`config.mk`:
```
export PLATFORM = sky130hd
export DESIGN_NAME = input_debounce
export DESIGN_NICKNAME = d
export VERILOG_FILES = /design/src/rtl/input_debounce.sv
export SDC_FILE = /design/constraint.sdc
export NUM_CORES = 1
export LEC_CHECK = 0
export BUFFER_PORTS_ARGS = -buffer_cell sky130_fd_sc_hd__buf_4
export CAP_MARGIN = 20
export CORE_ASPECT_RATIO = 0.9
export CORE_UTILIZATION = 50
export DETAILED_ROUTE_END_ITERATION = 12
export GPL_TIMING_DRIVEN = 0
export PLACE_DENSITY = 0.75
export SLEW_MARGIN = 20
export SYNTH_ARGS = -nofsm -noshare
export SYNTH_HDL_FRONTEND = slang
export SYNTH_SLANG_ARGS = --single-unit
```
`constraint.sdc`:
```
create_clock -name clk -period 2.12 [get_ports clk]
set_input_delay 0.53 -clock clk [delete_from_list [all_inputs] [get_ports clk]]
set_output_delay 0.53 -clock clk [all_outputs]
set_load 0.02 [all_outputs]
```
`src/rtl/input_debounce.sv`:
```
// Button/switch input conditioning: 2-flop synchroniser plus per-bit
// stability-counter debounce, with one-cycle rising-edge pulses for buttons.
//
// Ports:
//   clk       system clock, rising edge
//   rst       asynchronous active-low reset
//   btn_raw   raw button pins (async to clk)
//   sw_raw    raw switch pins (async to clk)
//   btn       debounced button levels (registered)
//   btn_rise  one-cycle pulse on a debounced button 0->1 transition
//   sw        conditioned switch levels (registered)
//
// Optional feature macro: INPUT_DEBOUNCE_SW_EN
//   defined   -> switches use the same debounce counter path as buttons
//   undefined -> switches are only synchronised (sw = s2)

module input_debounce #(
    parameter int DB_CYCLES = 50000
) (
    input  logic       clk,
    input  logic       rst,
    input  logic [4:0] btn_raw,
    input  logic [7:0] sw_raw,
    output logic [4:0] btn,
    output logic [4:0] btn_rise,
    output logic [7:0] sw
);

    localparam int CNT_W = $clog2(DB_CYCLES + 1);
    localparam logic [CNT_W-1:0] CNT_LAST = CNT_W'(DB_CYCLES - 1);

`ifdef INPUT_DEBOUNCE_SW_EN
    localparam int NDB = 13;
`else
    localparam int NDB = 5;
`endif

    // Bits 4:0 are buttons, 12:5 are switches.
    logic [12:0]    s1;
    logic [12:0]    s2;
    logic [NDB-1:0] db;
    logic [NDB-1:0] db_nxt;

    always_ff @(posedge clk or negedge rst) begin
        if (!rst) begin
            s1 <= '0;
            s2 <= '0;
        end else begin
            s1 <= {sw_raw, btn_raw};
            s2 <= s1;
        end
    end

    genvar i;
    for (i = 0; i < NDB; i++) begin : g_ch
        logic [CNT_W-1:0] cnt;
        logic [CNT_W-1:0] cnt_nxt;
        logic             lvl_nxt;

        // Any cycle that agrees with the held level restarts the count.
        always_comb begin
            lvl_nxt = db[i];
            cnt_nxt = '0;
            if (s2[i] != db[i]) begin
                if (cnt == CNT_LAST) begin
                    lvl_nxt = s2[i];
                end else begin
                    cnt_nxt = cnt + 1'b1;
                end
            end
        end

        always_ff @(posedge clk or negedge rst) begin
            if (!rst) begin
                cnt <= '0;
            end else begin
                cnt <= cnt_nxt;
            end
        end

        assign db_nxt[i] = lvl_nxt;
    end

    always_ff @(posedge clk or negedge rst) begin
        if (!rst) begin
            db       <= '0;
            btn_rise <= '0;
        end else begin
            db       <= db_nxt;
            // Registered alongside db so the pulse coincides with btn rising.
            btn_rise <= db_nxt[4:0] & ~db[4:0];
        end
    end

    assign btn = db[4:0];

`ifdef INPUT_DEBOUNCE_SW_EN
    assign sw = db[12:5];
`else
    assign sw = s2[12:5];
`endif

endmodule

```
Word level (Yosys, flattened, before mapping)
Cells that the tools add are included.
W data, S select, Z words.
{ "op_classes": {"bitwise": 2, "eq_ne": 10, "mux": 20, "n_addsub": 5} }
{ "ops": {"columns": ["op", "n"], "rows": [
  ["$mux W16", 10],
  ["$add A16 B1 Y16 const B", 5],
  ["$eq A16 B16 Y1 const B", 5],
  ["$mux W1", 10],
  ["$and A5 B5 Y5", 1],
  ["$ne A1 B1 Y1", 5],
  ["$not A5 Y5", 1]
]} }
{ "totals": {"elab_cells": 46, "inputBits": 15, "ff_bits": 116, "output_inout_bits": 18} }

Depth between registers and ports, before layout
Gate-level depths: netlist (run 1).
{ "depth": {"depth_word": 4, "ltp_mapped": 6, "depth_no_buf": 5} }

Worst setup path before layout (run 1)
No wires, ideal clock.
{ "synth_timing": {"kind": "reg2reg", "start": "register g_ch[0].cnt[7]", "end": "register btn_rise[0]", "n_path_buf": 1, "arrival_time_ns": 1.470, "synth_period_minus_slack_ns": 1.551, "slack_ns": 0.569, "t_required_ns": 2.039, "stages_incl_launch_ff": 6, "cell_sequence": "dfrtp_1 > buf_2 > or4b_1 > nor4_1 > nand3_1 > nor3b_2"} }
{ "synth_via": {"elab_chain_cells": 4} }
{ "synth_lines": {"columns": ["item", "line", "source"], "rows": [
  ["from (decl)", "56", "logic [CNT_W-1:0] cnt;"],
  ["from (signal assigned)", "77", "cnt <= cnt_nxt;"],
  ["$eq A16 B16 Y1", "65", "if (cnt == CNT_LAST) begin"],
  ["$mux W1", "65", null],
  ["$mux W1", "64", "if (s2[i] != db[i]) begin"],
  ["$and A5 B5 Y5", "91", "btn_rise <= db_nxt[4:0] & ~db[4:0];"],
  ["to (signal assigned)", "91", null],
  ["to (decl)", "25", "output logic [4:0] btn_rise,"]
]} }
Every way passes these cells.

Worst setup path after layout (run 1)
{ "layout_timing": {"start": "register g_ch[3].cnt[5]", "end": "register g_ch[3].cnt[6]"} }
{ "layout_via": {"elab_chain_cells": 3, "elab_cells_between_ends": 4, "cone_classes": "add/sub (1); eq/ne (1); mux (2)"} }
{ "layout_lines": {"columns": ["item", "line", "source"], "rows": [
  ["from (decl)", "56", null],
  ["from (signal assigned)", "77", null],
  ["$add A16 B1 Y16 or $eq A16 B16 Y1 (tied branches)", "68, 65", null],
  ["$mux W16 (*)", "65", null],
  ["$mux W16 (*)", "64", null],
  ["via g_ch[3].cnt_nxt[6]", "57", "logic [CNT_W-1:0] cnt_nxt;"]
]} }
Mark *: on every way through the listed nets, which the timed path passes. The rest lies on a longest branch.

==> impl_metrics.tcl, run 1 <==
set metrics [dict create \
    status "finished, final reports clean" \
    die_h_um 97.6 \
    arrival_ns 2.26 \
    power_mw 5.42 \
    tns_ns 0 \
    totalWireLength_um 9390 \
    rrSetupSlack_ns 0.26 \
    fmax_mhz 537 \
    ys_seq_area_frac 0.572 \
    diodes 0 \
    yosysWarnings 0 \
    synth_top_family_by_area "simple AND/OR/NAND/NOR gates" \
    worstPathRequired_ns 2.51 \
    post-place-ws_ns 0.314 \
    cts.sinks 116 \
    path_max_fanout 10 \
    r2r-end "g_ch[3].cnt[6]" \
    hpwlAfterDp_um 5890 \
    coreArea_sq_um 9740 \
    drc_errors 0 \
    setup_violations 0 \
    yosys.area_share.xor_xnor 0.126 \
    rows 34 \
    gp_congestion 0.860 \
    hp-class "in2async" \
    slew_violations 0 \
    hold_buffers 0 \
    synth.avg_cell_area_sq_um 10.9 \
    max-cap-violations 0 \
    root_buffer "clkbuf_8" \
    grt_pass1_vias 3577 \
    clock_latency_ns 0.51 \
    numCtsBuffers 17 \
    cts_tree "built" \
    floorplan.die_area_sq_um 10600 \
    io_buffers 32 \
    area_growth_syn_to_layout_pct 20.2 \
    drt_iter0_drc 136 \
    syn-cell-area_sq_um 5070 \
    rr_worst_depth 5 \
    firstDrtPassIters 4 \
    cts.clk_slew.worst_paths_ns 0.06 \
    fin_skew_ns 0.00664 \
    netlist_instances 467 \
    cp-start-kind "flop" \
    grt_pass1_wl_um 16200 \
    synth_compound_area_frac 0.00444 \
    synth_area_leader_cell "dfrtp_1" \
    startpoint "g_ch[3].cnt[5]" \
    finalCritPeriodShare 0.879 \
    power_density_nw_per_um2 888 \
    synthMuxAreaShare 0.0111 \
    die_x_um 108 \
    yosysMostFrequentCell "dfrtp_1" \
    synth-async-reset-ratio 1.00 \
    syn-num-nets 487 \
    worstSetupPathType "reg2reg" \
    layout-drive-gt1-share 0.169 \
    fin_ws_ns 0.257 \
    ys_seq_elements 116 \
    grt_antenna_before_repair 0 \
    synth_commonest_cells "116 x dfrtp_1, 83 x nor2_1, 56 x xnor2_1" \
    end_kind "flop" \
    cts_htree_levels 4 \
    synthDistinctLibCells 32 \
    hold_viol 0 \
    num_vias 3559 \
    final_nets 538 \
    r2r_start "g_ch[3].cnt[5]" \
    setup.worst_path.end "g_ch[3].cnt[6]" \
    grt_usage 0.199 \
    cts_buffer_depth 2 \
    p_leak_nw 2.58 \
    rsz0062_at_grt "false" \
    overflow 0 \
    synthSimpleGateAreaFrac 0.243 \
    finalCriticalPeriod_ns 1.86 \
    initial_core_util 0.521 \
    ioPinCount 33 \
    viasPerCell 5.42 \
    tightest_slew_ns 0.906 \
    yosysTopAreaCellShare 0.572 \
    cts_resized 0 \
    synth-adder-area-share 0.0123 \
    relSlewSlack 0.396 \
    routedWlPerCell_um 14.3 \
    postRouteAntennaNets 0 \
    cts_setup_buffers 0 \
    synth-main-ff-cell "dfrtp_1" \
    yosys-top-cells-area "dfrtp_1 57%, xnor2_1 9.7%, nor2_1 6.1%, nand4_1 3.1%, nor4_1 3.1%" \
    ir_drop_v 0.000752 \
    grt_start_max_net_pins 117 \
    synth_edf_count 0 \
]
## cells by family (layout without fill, tap and decap cells)
family	Yosys count	count (layout)
and+or+nand+nor	233	233
muxes	5	5
adders and majority gates	5	5
AOI/OAI and AO/OA	4	4
DFF	116	116
buffers and inverters	31	95
xor gates and xnor gates	73	73
## state kept, by name, summed over array words and instances, names as in the netlist
register,count
btn,5
btn_rise,5
g_ch.cnt,80
s1,13
s2,13
## cell type report
cell class | instances | area, sq um
Clock inverter | 12 | 176
Inverter | 12 | 45.0
Timing Repair Buffer | 32 | 246
Tap cell | 126 | 158
Sequential cell | 116 | 2900
Multi-Input combinational cell | 320 | 2010
Buffer | 19 | 113
Clock buffer | 20 | 445
Fill cell | 774 | 3640
## stage by stage
step / cell area, sq um / util / hold WS (ns) / instances
after CTS: 6100 / 0.626 / 0.106 / 657
after detailed placement: 5470 / 0.562 / 0.336 / 625
final: 6100 / 0.626 / 0.108 / 657
after floorplan: 5070 / - / 0.234 / 467
after global placement: 5470 / 0.562 / 0.333 / 625
after global routing: 6100 / 0.626 / 0.0924 / 657
## power by group
group / switching [mW] / internal [mW]
Clock: 0.985 / 1.97
Combinational: 0.0985 / 0.0645
Sequential: 0.0339 / 2.26
Total: 1.12 / 4.30
## cells in the final DEF, fill, tap and decap left out, drive strengths merged, types with 2 or more instances in the layout
master / n
nand3: 29
nor3b: 5
a21oi: 2
clkinv: 4
nor4: 25
xor2: 17
and4b: 2
nand2: 17
ha: 5
mux2: 5
xnor2: 56
or4b: 2
inv: 14
nor4bb: 8
nor3: 16
or3: 3
buf: 47
clkbuf: 24
clkinvlp: 2
nor4b: 4
bufinv: 4
or2: 2
nor2: 83
nand4: 26
and3: 10
dfrtp: 116
## per-layer routing
layer / routed length (um) / share of wire / global-route usage
met5: 0 / 0 / 0
met4: 96 / 0.010 / 0.0695
met3: 326 / 0.035 / 0.0651
met2: 4720 / 0.50 / 0.319
met1: 4250 / 0.45 / 0.250
## critical path, stage by stage, from the launching register on
cell	delay [ns]
dfrtp_1	0.41
nor4bb_1	0.49
nand4_1	0.26
nand2_1	0.25
buf_2	0.25
nor2_1	0.08
## worst min-delay path by stage
| stage | startpoint | cells past startpoint | end | slack [ns] |
|---|---|---|---|---|
| floorplan | rst | 0 | btn[0] | 0.23 |
| global placement | s1[12] | 0 | s2[12] | 0.33 |
| detailed placement | s1[10] | 0 | s2[10] | 0.34 |
| CTS | sw_raw[3] | 1 | s1[8] | 0.11 |
| global route | sw_raw[3] | 1 | s1[8] | 0.09 |
| finish | rst | 1 | s1[6] | 0.11 |
Note: power is estimated with default switching activity, not from simulation.
==> run 2: changes to the inputs <==
- PLACE_DENSITY: 0.75 -> 0.68
==> impl_metrics.tcl, run 2 (same netlist as run 1, synthesis figures left out) <==
set metrics [dict create \
    post-place-ws_ns 0.341 \
    cpMaxStageDelayCell "dfrtp_1" \
    hold_start "sw_raw[3]" \
    grt_antenna_before_repair 0 \
    rsz0062_at_grt "false" \
    layout-drive-gt1-share 0.161 \
    viasPerCell 5.27 \
    largest_reg_flops 80 \
    clock_latency_ns 0.52 \
    fin_skew_ns 0.0119 \
    grt_pass1_wl_um 16100 \
    totalWireLength_um 9260 \
    floorplan.die_area_sq_um 10600 \
    finalCriticalPeriod_ns 1.81 \
    routedWlPerCell_um 14.1 \
    fmax_mhz 552 \
    postRouteAntennaNets 0 \
    area_growth_syn_to_layout_pct 19.0 \
    gp_congestion 0.847 \
    fin_util 0.620 \
    finalCritPeriodShare 0.854 \
    tightest_slew_ns 0.514 \
    io_buffers 32 \
    fill_cells 782 \
    final_nets 540 \
    rr_worst_depth 6 \
    grt_usage 0.198 \
    path_max_fanout 10 \
    p_leak_nw 2.56 \
    cts.sinks 116 \
    root_buffer "clkbuf_8" \
    regMostFlops "g_ch.cnt" \
    cp-start-kind "flop" \
    hp-class "in2reg" \
    rrSetupSlack_ns 0.31 \
    diodes 0 \
    ioPinCount 33 \
    r2r_start "g_ch[2].cnt[8]" \
    num_vias 3453 \
    r2r-end "g_ch[2].cnt[14]" \
    hold_viol 0 \
    worstSetupPathType "reg2reg" \
    cts_htree_levels 4 \
    dp.cells 626 \
    tns_ns 0 \
    numCtsBuffers 17 \
    holdPathStages 1 \
    cpPeakStageDelay_ns 0.33 \
    hpwlAfterDp_um 6090 \
    initial_core_util 0.521 \
    layout_common_cells "116 x dfrtp_1, 83 x nor2_1, 56 x xnor2_1" \
    status "finished, final reports clean" \
    path_cells "clkbuf_1, nor4bb_1, nand4_1, nand2_1, buf_2, nor2_1" \
    setup_violations 0 \
    die_h_um 97.6 \
    drc_errors 0 \
    cts.clk_slew.worst_paths_ns 0.05 \
    rows 34 \
    grt_pass1_vias 3455 \
    max-cap-violations 0 \
    grt_start_max_net_pins 63 \
    worstPathRequired_ns 2.52 \
    firstDrtPassIters 4 \
    fin_ws_ns 0.309 \
    end_kind "flop" \
    coreArea_sq_um 9740 \
    final_common_cell "dfrtp_1" \
    power_density_nw_per_um2 834 \
    holdPathEnd "s1[8]" \
    arrival_ns 2.21 \
    cts_tree "built" \
    relSlewSlack 0.658 \
    cts_buffer_depth 2 \
    ir_drop_v 0.000553 \
    fin_cells 655 \
    slew_violations 0 \
    largest_registers "g_ch.cnt (80), s1 (13), s2 (13)" \
    drt_iter0_drc 139 \
    die_x_um 108 \
    cts_setup_buffers 0 \
    overflow 0 \
]
[run 2: cell count changes in the layout (fill, tap and decap cells not counted)]
cell / change
bufinv_16: -2
clkbuf_1: +2
clkbuf_8: -2
inv_6: -2
clkinv_2: +2
dlygate4sd3_1: +1
clkinvlp_4: -2
buf_16: +1
buf_6: +1
clkinv_4: -1
[run 2: timing repair]
| action | in CTS | in global routing |
|---|---|---|
| hold endpoints to repair | 54 | 0 |
| hold buffers | 1 | 0 |
| gates resized for setup | 0 | 0 |
[run 2: per-stage QoR]
step | hold slack (ns) | cell area [sq um] | power [mW]
final | 0.116 | 6040 | 5.03
after global routing | 0.0937 | 6040 | 5.23
after detailed placement | 0.335 | 5500 | 2.51
after floorplan | 0.234 | 5070 | 2.41
after global placement | 0.333 | 5470 | 2.50
after CTS | 0.0908 | 6040 | 5.11
[run 2: final cells by class]
class	instances	area, sq um	area share
clock buffers	21	439	0.0728
flip-flops and latches	116	2900	0.481
clock inverters	7	85.1	0.0141
well taps	126	158	0.0261
plain buffers	19	113	0.0187
inverters	12	45.0	0.00746
repair buffers	34	282	0.0466
multi-input cells	320	2010	0.333
[run 2: worst max-delay path by stage]
stage,from,slack [ns],cells after the start,endpoint
after CTS,g_ch[2].cnt[8],0.31,6,g_ch[2].cnt[7]
after global placement,rst,0.28,1,g_ch[2].cnt[13]
after global routing,g_ch[2].cnt[8],0.06,6,g_ch[2].cnt[13]
after detailed placement,g_ch[3].cnt[5],0.34,5,g_ch[3].cnt[14]
after floorplan,g_ch[0].cnt[7],0.57,5,btn_rise[0]
final,g_ch[2].cnt[8],0.31,6,g_ch[2].cnt[14]
[run 2: routing by layer]
metal  wire [um]  vias to the layer above  track usage
li1            -                     1713            -
met1        4410                     1666        0.263
met2        4400                       65        0.294
met3         353                        9       0.0671
met4          94                        0       0.0854
met5           0                        -            0
[run 2: worst max-delay path: cells and delay by family (launching register included)]
kind	cells	cell delay, ns
buf+inv	2	0.56
flops	1	0.33
simple gates	4	0.80
[run 2: power breakdown]
part	leakage (nW)	internal [mW]	switching [mW]
Clock	0.263	1.66	0.902
Sequential	1.55	2.27	0.0349
Combinational	0.745	0.0704	0.101
Total	2.56	4.00	1.04
==> run 3: changes to the inputs <==
- REMOVE_ABC_BUFFERS: not set -> 1
- clock period: 2.12 -> 2.3 ns (I/O delays scaled with it)
==> impl_metrics.tcl, run 3 (same netlist as run 1, synthesis figures left out) <==
set metrics [dict create \
    postRouteAntennaNets 0 \
    area_growth_syn_to_layout_pct 17.1 \
    end_kind "flop" \
    rr_worst_depth 4 \
    final_common_cell "dfrtp_1" \
    grt_pass1_vias 3306 \
    rsz0062_at_grt "false" \
    die_h_um 97.6 \
    tightest_slew_ns 0.886 \
    cpMaxStageDelayCell "nand2_1" \
    fin_ws_ns 0.533 \
    die_x_um 108 \
    fin_util 0.610 \
    firstDrtPassIters 4 \
    cts_setup_buffers 0 \
    root_buffer "clkbuf_8" \
    status "finished, final reports clean" \
    worst-path-stages 4 \
    power_density_nw_per_um2 800 \
    num_vias 3369 \
    arrival_ns 2.14 \
    fill_cells 778 \
    finalCriticalPeriod_ns 1.77 \
    final_nets 519 \
    fin_skew_ns 0.00804 \
    gp_congestion 0.827 \
    finalCritPeriodShare 0.768 \
    path_max_fanout 15 \
    power_mw 4.75 \
    overflow 0 \
    totalWireLength_um 8710 \
    fmax_mhz 566 \
    relSlewSlack 0.409 \
    cts.clk_slew.worst_paths_ns 0.06 \
    viasPerCell 5.28 \
    holdPathStages 1 \
    setup_violations 0 \
    cts_resized 0 \
    grt_usage 0.189 \
    routedWlPerCell_um 13.6 \
    hold_buffers 0 \
    crit_family "simple AND/OR/NAND/NOR gates" \
    largest_registers "g_ch.cnt (80), s1 (13), s2 (13)" \
    slew_violations 0 \
    cp-start-kind "flop" \
    hold_viol 0 \
    cts_htree_levels 4 \
    coreArea_sq_um 9740 \
    clock_latency_ns 0.51 \
    io_buffers 32 \
    numCtsBuffers 17 \
    regMostFlops "g_ch.cnt" \
    cts.sinks 116 \
    path_cells "nor4bb_1, nand4_1, nand2_1, nor2_1" \
    rows 34 \
    post-place-ws_ns 0.489 \
    cts_tree "built" \
    diodes 0 \
    worstSetupPathType "reg2reg" \
    p_leak_nw 2.47 \
    largest_reg_flops 80 \
    hp-class "in2reg" \
    layout-drive-gt1-share 0.143 \
    ir_drop_v 0.000644 \
    crit_buf_inv 0 \
    floorplan.die_area_sq_um 10600 \
    hpwlAfterDp_um 5700 \
    layout_common_cells "116 x dfrtp_1, 83 x nor2_1, 56 x xnor2_1" \
    drc_errors 0 \
    drt_iter0_drc 124 \
    worstPathRequired_ns 2.68 \
    max-cap-violations 0 \
    cts_buffer_depth 2 \
    tns_ns 0 \
    initial_core_util 0.521 \
    ioPinCount 33 \
    cpPeakStageDelay_ns 0.44 \
    grt_pass1_wl_um 15400 \
    grt_antenna_before_repair 0 \
    grt_start_max_net_pins 117 \
]
-- run 3: metal layers --
metal | global-route usage | vias up | part of all wire | routed length (um)
met5 | 0 | - | 0 | 0
li1 | - | 1676 | - | -
met4 | 0.0769 | 0 | 0.013 | 116
met3 | 0.0657 | 9 | 0.040 | 348
met2 | 0.284 | 53 | 0.47 | 4100
met1 | 0.249 | 1631 | 0.48 | 4140
-- run 3: metrics by stage --
step                std cells  hold WS (ns)  cell area (sq um)
floorplan                 448         0.279               4960
global placement          606         0.332               5360
detailed placement        606         0.336               5360
CTS                       638         0.140               5940
global route              638         0.135               5940
finish                    638         0.170               5940
-- run 3: power by group --
| group | switching, mW | total (mW) | leakage (nW) | internal, mW |
|---|---|---|---|---|
| clock | 0.898 | 2.49 | 0.277 | 1.59 |
| sequential | 0.0312 | 2.12 | 1.55 | 2.09 |
| combinational | 0.0889 | 0.137 | 0.647 | 0.0480 |
-- run 3: path summary, 6_finish.rpt --
| kind | startpoint | to | slack [ns] |
|---|---|---|---|
| setup / recovery | g_ch[3].cnt[4] | g_ch[3].cnt[11] | 0.53 |
| hold / removal | btn_raw[3] | s1[3] | 0.17 |
| setup reg to reg | g_ch[3].cnt[4] | g_ch[3].cnt[11] | 0.53 |
| hold reg to reg | s1[9] | s2[9] | 0.35 |
| max in group asynchronous | rst | g_ch[4].cnt[7] | 1.50 |
| min in group asynchronous | rst | btn[4] | 0.18 |
-- run 3: final cells by class --
| type | count | area, sq um | area share |
|---|---|---|---|
| well taps | 126 | 158 | 0.0265 |
| multi-input cells | 320 | 2010 | 0.339 |
| clock buffers | 20 | 445 | 0.0750 |
| clock inverters | 12 | 129 | 0.0217 |
| flip-flops and latches | 116 | 2900 | 0.489 |
| inverters | 12 | 45.0 | 0.00759 |
| repair buffers | 32 | 246 | 0.0415 |
